$ cat config.mk
export PLATFORM = sky130hd
export DESIGN_NAME = approx_adder_eval_ctrl
export DESIGN_NICKNAME = d
export VERILOG_FILES = /design/src/rtl/approx_adder_eval_ctrl.sv
export SDC_FILE = /design/constraint.sdc
export NUM_CORES = 1
export LEC_CHECK = 0
export ABC_AREA = 1
export BUFFER_PORTS_ARGS = -buffer_cell sky130_fd_sc_hd__buf_2
export CELL_PAD_IN_SITES_DETAIL_PLACEMENT = 1
export CELL_PAD_IN_SITES_GLOBAL_PLACEMENT = 1
export CORE_MARGIN = 1.5
export CORE_UTILIZATION = 41
export DETAILED_ROUTE_END_ITERATION = 10
export PLACE_DENSITY = 0.78
export SYNTH_ARGS = -nofsm -noshare
export SYNTH_HDL_FRONTEND = slang
export SYNTH_SLANG_ARGS = --single-unit
$ cat constraint.sdc
create_clock -name clk -period 7.4 [get_ports clk]
set_input_delay 1.11 -clock clk [delete_from_list [all_inputs] [get_ports clk]]
set_output_delay 1.11 -clock clk [all_outputs]
set_load 0.01 [all_outputs]
$ cat src/rtl/approx_adder_eval_ctrl.sv
// approx_adder_eval_ctrl: on-chip error-metric sequencer for an N-bit
// approximate adder. An LFSR produces operand pairs for the external adder.
// The returned sum is compared with the exact sum mod 2^N. Error count, total
// error distance and maximum error distance are accumulated over a run.
//
// Optional build macro EVAL_MAX_CAPTURE_EN adds max_a/max_b. These hold the
// operands of the sample that last strictly raised max_ed.
//
// Handshake: start is a level sampled only in IDLE. A run is accepted on that
// edge and num_tests is latched. busy and done are registered from the FSM
// state, so they trail the state by one cycle. done is a single-cycle pulse.
// fsm_state exposes the state (IDLE=0, DRIVE=1, SAMPLE=2, DONE=3).
module approx_adder_eval_ctrl #(
  parameter int          N     = 16,
  parameter int          CNT_W = 32,
  parameter int          ACC_W = 48,
  parameter logic [31:0] SEED  = 32'hACE1_2024
) (
  input  logic             clk,
  input  logic             rst_n,
  input  logic             start,
  input  logic [CNT_W-1:0] num_tests,
  output logic             busy,
  output logic             done,
  output logic [N-1:0]     add_a,
  output logic [N-1:0]     add_b,
  input  logic [N-1:0]     add_s,
  output logic [CNT_W-1:0] tests_run,
  output logic [CNT_W-1:0] err_count,
  output logic [ACC_W-1:0] sum_ed,
  output logic [N-1:0]     max_ed,
  output logic [1:0]       fsm_state
`ifdef EVAL_MAX_CAPTURE_EN
  ,
  output logic [N-1:0]     max_a,
  output logic [N-1:0]     max_b
`endif
);

  typedef enum logic [1:0] {IDLE = 2'd0, DRIVE = 2'd1, SAMPLE = 2'd2, DONE = 2'd3} state_t;

  localparam logic [31:0] TAPS = 32'h8020_0003;

  state_t           state;
  logic [31:0]      lfsr;
  logic [CNT_W-1:0] num_lat;

  // One right-shift Galois step of x^32+x^22+x^2+x+1.
  function automatic logic [31:0] lfsr_step(input logic [31:0] v);
    lfsr_step = {1'b0, v[31:1]} ^ (v[0] ? TAPS : 32'h0);
  endfunction

  logic [N-1:0]     exact;
  logic [N:0]       diff;
  logic [N-1:0]     ed;
  logic [ACC_W:0]   sum_ext;
  logic [CNT_W-1:0] tests_next;

  // Error distance of the current sample and the next accumulator values.
  always_comb begin
    exact      = add_a + add_b;
    diff       = {1'b0, add_s} - {1'b0, exact};
    ed         = diff[N] ? (~diff[N-1:0] + N'(1)) : diff[N-1:0];
    sum_ext    = {1'b0, sum_ed} + {{(ACC_W + 1 - N){1'b0}}, ed};
    tests_next = tests_run + CNT_W'(1);
  end

  assign fsm_state = state;

  // Sequencer FSM with registered status, operand and result registers.
  always_ff @(posedge clk) begin
    if (!rst_n) begin
      state     <= IDLE;
      lfsr      <= SEED;
      num_lat   <= '0;
      busy      <= 1'b0;
      done      <= 1'b0;
      add_a     <= '0;
      add_b     <= '0;
      tests_run <= '0;
      err_count <= '0;
      sum_ed    <= '0;
      max_ed    <= '0;
`ifdef EVAL_MAX_CAPTURE_EN
      max_a     <= '0;
      max_b     <= '0;
`endif
    end else begin
      busy <= (state == DRIVE) || (state == SAMPLE);
      done <= (state == DONE);
      case (state)
        IDLE: begin
          if (start) begin
            tests_run <= '0;
            err_count <= '0;
            sum_ed    <= '0;
            max_ed    <= '0;
`ifdef EVAL_MAX_CAPTURE_EN
            max_a     <= '0;
            max_b     <= '0;
`endif
            if (num_tests != '0) begin
              add_a   <= SEED[N-1:0];
              add_b   <= SEED[N+15:16];
              lfsr    <= lfsr_step(SEED);
              num_lat <= num_tests;
              state   <= DRIVE;
            end else begin
              lfsr    <= SEED;
              state   <= DONE;
            end
          end
        end
        DRIVE: state <= SAMPLE;
        SAMPLE: begin
          tests_run <= tests_next;
          if (ed != '0) err_count <= err_count + CNT_W'(1);
          sum_ed <= sum_ext[ACC_W] ? {ACC_W{1'b1}} : sum_ext[ACC_W-1:0];
          if (ed > max_ed) begin
            max_ed <= ed;
`ifdef EVAL_MAX_CAPTURE_EN
            max_a  <= add_a;
            max_b  <= add_b;
`endif
          end
          if (tests_next == num_lat) begin
            state <= DONE;
          end else begin
            add_a <= lfsr[N-1:0];
            add_b <= lfsr[N+15:16];
            lfsr  <= lfsr_step(lfsr);
            state <= DRIVE;
          end
        end
        default: state <= IDLE;
      endcase
    end
  end

endmodule

## After elaboration in Yosys (flattened, before gate mapping)

Index checks and enable logic that the tools add are counted.

| word-level totals | value |
|---|---|
| register bits | 228 |
| input bits | 51 |
| logic and storage cells | 68 |
| output and inout port bits | 164 |

| cells by class | value |
|---|---|
| equal/unequal tests | 9 |
| $lt $le $gt $ge | 1 |
| muxes and demuxes | 28 |
| reduce and logical (&&, ||, !) cells | 11 |
| $add $sub $neg | 6 |
| bitwise logic cells | 2 |

Operators with widths:

| kind | count |
|---|---|
| $mux 32 | 6 |
| $pmux 32 s2 | 3 |
| $mux 16 | 9 |
| $mux 48 | 2 |
| $pmux 16 s2 | 3 |
| $pmux 48 s2 | 1 |
| $add 32x1->32 const B | 2 |
| $add 48x16->49 | 1 |
| $eq 32x32->1 | 1 |
| $reduce_bool 32->1 | 1 |
| $xor 31x32->32 | 1 |
| $sub 16x16->17 | 1 |
| $add 16x1->16 const B | 1 |
| $add 16x16->16 | 1 |
| $gt 16x16->1 | 1 |
| $not 16->16 | 1 |
| $reduce_bool 16->1 | 1 |
| $reduce_and 3->1 | 4 |
| $mux 2 | 3 |
| $ne 2x2->1 const B | 3 |
| $pmux 2 s3 | 1 |
| $eq 2x2->1 const B | 2 |
| $ne 2x1->1 const B | 2 |
| $reduce_and 4->1 | 1 |
| 5 further kinds | 5 |

## Longest topological paths before layout

| depth | value |
|---|---|
| depth after elaboration | 8 |
| mapped depth | 40 |
| mapped depth without buffers | 39 |

## Worst setup path after synthesis

OpenSTA, ideal clock, no wires.

| path | value |
|---|---|
| path kind | reg2reg |
| start | register add_a[2] |
| end | register sum_ed[44] |
| arrival | 5549 ps |
| stages on the path, launching flop included | 35 |
| data required time | 7260 ps |
| path buffers | 2 |
| slack | 1711 ps |
| library setup time | 140 ps |
| period minus slack after synthesis | 5689 ps |
| cells stage by stage | dfxtp_1 -> ha_1 -> a21oi_1 -> nand2_1 -> nand2_1 -> o211ai_1 -> nand2_1 -> nand2_1 -> a21oi_1 -> o21ai_0 -> a21boi_0 -> nor2_1 -> o21ai_0 -> nand2_1 -> xor2_1 -> ha_1 -> a21oi_1 -> o21ai_0 -> a21oi_1 -> nand2_2 -> inv_2 -> clkbuf_1 -> o21ai_0 -> fa_1 -> nand3_1 -> nand3_1 -> a21oi_1 -> inv_1 -> a21oi_1 -> inv_1 -> nand4_1 -> inv_1 -> clkbuf_1 -> o31ai_1 -> a21oi_1 |

| on the way | value |
|---|---|
| cells in the longest elaborated chain, start to end | 8 |

Ends and longest elaborated chain:

| item | RTL line | RTL |
|---|---|---|
| start: declaration | 25 | `output logic [N-1:0] add_a,` |
| start signal: assignment | 103 | `add_a <= SEED[N-1:0];` |
| start signal: assignment | 129 | `add_a <= lfsr[N-1:0];` |
| $add 16x16->16 (*) | 61 | `exact = add_a + add_b;` |
| $sub 16x16->17 (*) | 62 | `diff = {1'b0, add_s} - {1'b0, exact};` |
| $not 16->16 | 63 | `ed = diff[N] ? (~diff[N-1:0] + N'(1)) : diff[N-1:0];` |
| $add 16x1->16 | 63 |  |
| $mux 16 (*) | 63 |  |
| $add 48x16->49 (*) | 64 | `sum_ext = {1'b0, sum_ed} + {{(ACC_W + 1 - N){1'b0}}, ed};` |
| $mux 48 (*) | 118 | `sum_ed <= sum_ext[ACC_W] ? {ACC_W{1'b1}} : sum_ext[ACC_W-1:0];` |
| $pmux 48 s2 (*) | 91 | `case (state)` |
| end signal: assignment | 118 |  |
| end: declaration | 30 | `output logic [ACC_W-1:0] sum_ed,` |

Every way passes the cells marked *; elsewhere a longest branch is shown, timed or not.
A chain may end at the register's enable or synchronous reset.

## Final worst setup path

| path | value |
|---|---|
| start | register add_a[0] |
| end | register sum_ed[20] |

Same word-level chain as after synthesis.

==> impl_results.md <==
* Setup crit end kind: flop
* Period utilisation layout at roughly nine tenths
* I/O pins at about 220
* FF+latch count, synth at around 230
* Most used DFF post-synth: dfxtp_1
* CP max-delay cell: ha_1
* Max_cap viols at 0
* Post-CTS Resized at 0
* Layout cell share with drive strength beyond 1 at 15.7%
* CTS tree: done
* Reg area at ~0.0046 mm2
* Vias per cell at between 5 and 6
* Number of global-route vias before repair at around 17k
* Setup repair bufs after CTS at 0
* Hold-fix buffers, CTS at 0
* Ys Warns at 0
* Leakage at around 0.0079 uW
* Hold_sp: lfsr[23]
* Worst-margin pin slew at ~1200 ps
* Worst EP arrival at 7110 ps
* Clk buf depth at 3
* Seq pwr share at between 30% and 40%
* Synth top area cells: dfxtp_1 (29%), nand2_1 (15%), nor2_1 (7.9%)
* Rel. slew slack at 21.6%
* Row count at 72
* Syn Nets at approximately 2.6k
* Fmax at ~150 MHz
* TritonCTS Buffers at 28
* Largest net degree at the start of global routing at 90
* Pre-antenna DRT Iters at 5
* First-pass GRT wire length at ~90000 um
* R2R cell count at 37
* Endpoint, Worst Hold: lfsr[23]
* Worst reg2reg setup slack at just under 800 ps
* Top-area cell type share of the netlist area at 28.6%
* Initial Util at 41.4%
* Synth area leader: dfxtp_1
* WHS Path Cells at 2
* Die H at about 200 um
* Skew final at around 50 ps
* Logic gate share of total power at 36.4%
* Crit Path Category: flop to flop
* Max incr delay on CP at 430 ps
* Post-place setup slack at between 500 and 600 ps
* Detailed-route DRC error count at 0
* Die X at roughly 200 um
* Psw at ~1800 uW
* Final Setup Violations at 0
* Worst path most repeated cell: nand2_1
* Root Buffer: clkbuf_16
* Final antenna-violating net count at 0
* Final setup margin at roughly 770 ps
* Setup crit start kind: flop
* Total grt overflow at 0
* Initial antenna violation count at 1
* Starting DRT DRC Count at 752
* CTS sink cnt at ~230
* Cell count after synthesis at between 2k and 3k
* Crit path time final at ~6600 ps
* Mean Syn Cell Area at 6.36 um2
* Clock-pin transition on the worst setup and hold timing paths at roughly 70 ps
* Detailed Route WL at ~56000 um
* Net count reported at finish at approximately 2.8k
* FF-to-FF Start: add_a[0]
* Final Hold Violating Endpoints at 0
* Synth Cell Area at 0.0160 mm2
* RSZ-0062 raised after global routing: false
* Average wire per standard cell at around 18 um
* Total core area at between 0.03 and 0.04 mm2
* Worst VDD drop at around 0.00014 V
* Final GP Congestion at 0.923
* P&R area growth vs syn at 14.9%
* CTS H-tree lvls at 1
* PwrDens at ~240 mW/mm2
* Hold Path Class: flop to flop
* CP max FO at 18
* Clk pwr share at between 30% and 40%
* Synth unique cells at 54
* Layout fillers at between 5k and 6k
* Cell Int Power at about 2600 uW
* HPWL Detailed at around 43000 um
* Die area at ~0.04 mm2
* Worst EP required at 7880 ps
* Seq/Total Area, Yosys at 28.6%
* Port bufs at 214
* Vias at 16.9k
* Slew Limit Fails at 0
* Status: finished, final reports clean
* Worst R2R End: sum_ed[20]
* Sw frac at between 30 and 40%
* Area of the multi-input gates at 0.00991 mm2
* Clk Latency, worst-skew pair at 600 ps
* Ys async rst share at 0%
* TNS Setup at 0 ps
* Number of synthesized flops with an enable pin at 0
* Total track usage at 27.6%
## routing by layer
metal | up-vias | global-route usage [%] | part of all wire (%)
met1 | 8077 | 36.6 | 46
met2 | 340 | 47.9 | 48
met5 | - | 0 | 0
met3 | 71 | 3.12 | 3.8
met4 | 0 | 6.31 | 1.9
li1 | 8431 | - | -
## how the worst max path moves through the flow
| stage | startpoint | to | cells past startpoint |
|---|---|---|---|
| after floorplan | add_a[2] | sum_ed[44] | 34 |
| after global placement | add_a[2] | sum_ed[19] | 35 |
| after detailed placement | add_a[2] | sum_ed[19] | 35 |
| after CTS | add_a[2] | sum_ed[19] | 35 |
| after global routing | add_a[2] | sum_ed[9] | 36 |
| final | add_a[0] | sum_ed[20] | 37 |
## logic make-up (layout without fill, tap and decap cells)
| family | after synthesis | in the layout | synth area share [%] |
|---|---|---|---|
| simple gates | 1336 | 1336 | 36.5 |
| compound gates | 387 | 387 | 13.4 |
| other cells | 0 | 1 | 0 |
| flops | 228 | 228 | 28.6 |
| fa+ha+maj | 76 | 76 | 6.10 |
| xor+xnor | 106 | 106 | 5.95 |
| buf+inv | 376 | 565 | 9.47 |
## synth_stat cells (4+ instances only)
library cell / number
a21oi_1: 204
a21oi_2: 30
buf_1: 11
buf_2: 7
buf_4: 7
clkbuf_1: 59
dfxtp_1: 228
ha_1: 73
inv_1: 273
inv_2: 10
nand2_1: 624
nand2_2: 45
nand3_1: 139
nand3_2: 8
nand3b_1: 11
nand4_1: 44
nor2_1: 334
nor2_2: 12
nor3_1: 57
nor4_1: 22
o211ai_1: 6
o21a_1: 4
o21ai_0: 113
o21ai_1: 4
o21bai_1: 6
o31ai_1: 9
or2_2: 24
xnor2_1: 37
xor2_1: 67
## final cells by class
class	count	area share (%)
flip-flops and latches	228	24.9
multi-input cells	1905	54.1
inverters	286	5.87
diodes	1	0.0136
well taps	518	3.53
clock buffers	35	4.29
clock inverters	17	0.976
repair buffers	227	6.37
## sequential cells by signal, summed over array words and instances (netlist names)
register and cells:
sum_ed 48, err_count 32, lfsr 32, num_lat 32, tests_run 32, add_a 16, add_b 16, max_ed 16
fsm_state 2, busy 1, done 1
## worst max-delay path: cells and delay by family (launching register included)
kind | cells | cell delay, ps
simple gates | 18 | 1950
fa+ha+maj | 4 | 1450
compound gates | 9 | 1390
buf+inv | 5 | 1090
xor+xnor | 1 | 330
flops | 1 | 320
## cells in the final DEF, fill, tap and decap left out, types with 8 or more instances in the layout
cell type / n
clkinv_2: 8
nor2_1: 332
inv_2: 11
o31ai_1: 9
inv_1: 271
or2_2: 24
o21ai_0: 111
nor3_1: 57
ha_1: 73
nor2_2: 12
nand3_2: 8
nand3_1: 139
buf_4: 13
nor4_1: 22
clkbuf_16: 28
a21oi_1: 202
nand3b_1: 11
nand4_1: 44
xnor2_1: 37
dfxtp_1: 228
nand2_2: 45
xor2_1: 67
buf_2: 214
nand2_1: 624
a21oi_2: 32
## metrics by stage
| step | hold WS [ps] | instance area [um2] | utilization (%) | power, uW | cells |
|---|---|---|---|---|---|
| 2_1_floorplan | 434 | 16000 | - | 2540 | 2509 |
| 3_3_place_gp | 446 | 17400 | 45.0 | 2910 | 3164 |
| 3_5_place_dp | 456 | 17400 | 45.0 | 2970 | 3164 |
| 4_1_cts | 473 | 18300 | 47.5 | 4430 | 3216 |
| 5_1_grt | 492 | 18300 | 47.6 | 4690 | 3216 |
| 6_report | 470 | 18300 | 47.6 | 4390 | 3217 |
## power groups by stage
stage | Sequential [uW] | Clock, uW | Combinational [uW]
2_1_floorplan | 1380 | 0 | 1160
3_3_place_gp | 1380 | 0 | 1530
3_5_place_dp | 1380 | 0 | 1590
4_1_cts | 1360 | 1470 | 1600
5_1_grt | 1360 | 1520 | 1810
6_report | 1360 | 1440 | 1600
No activity file was read; power rests on OpenSTA's default activity.
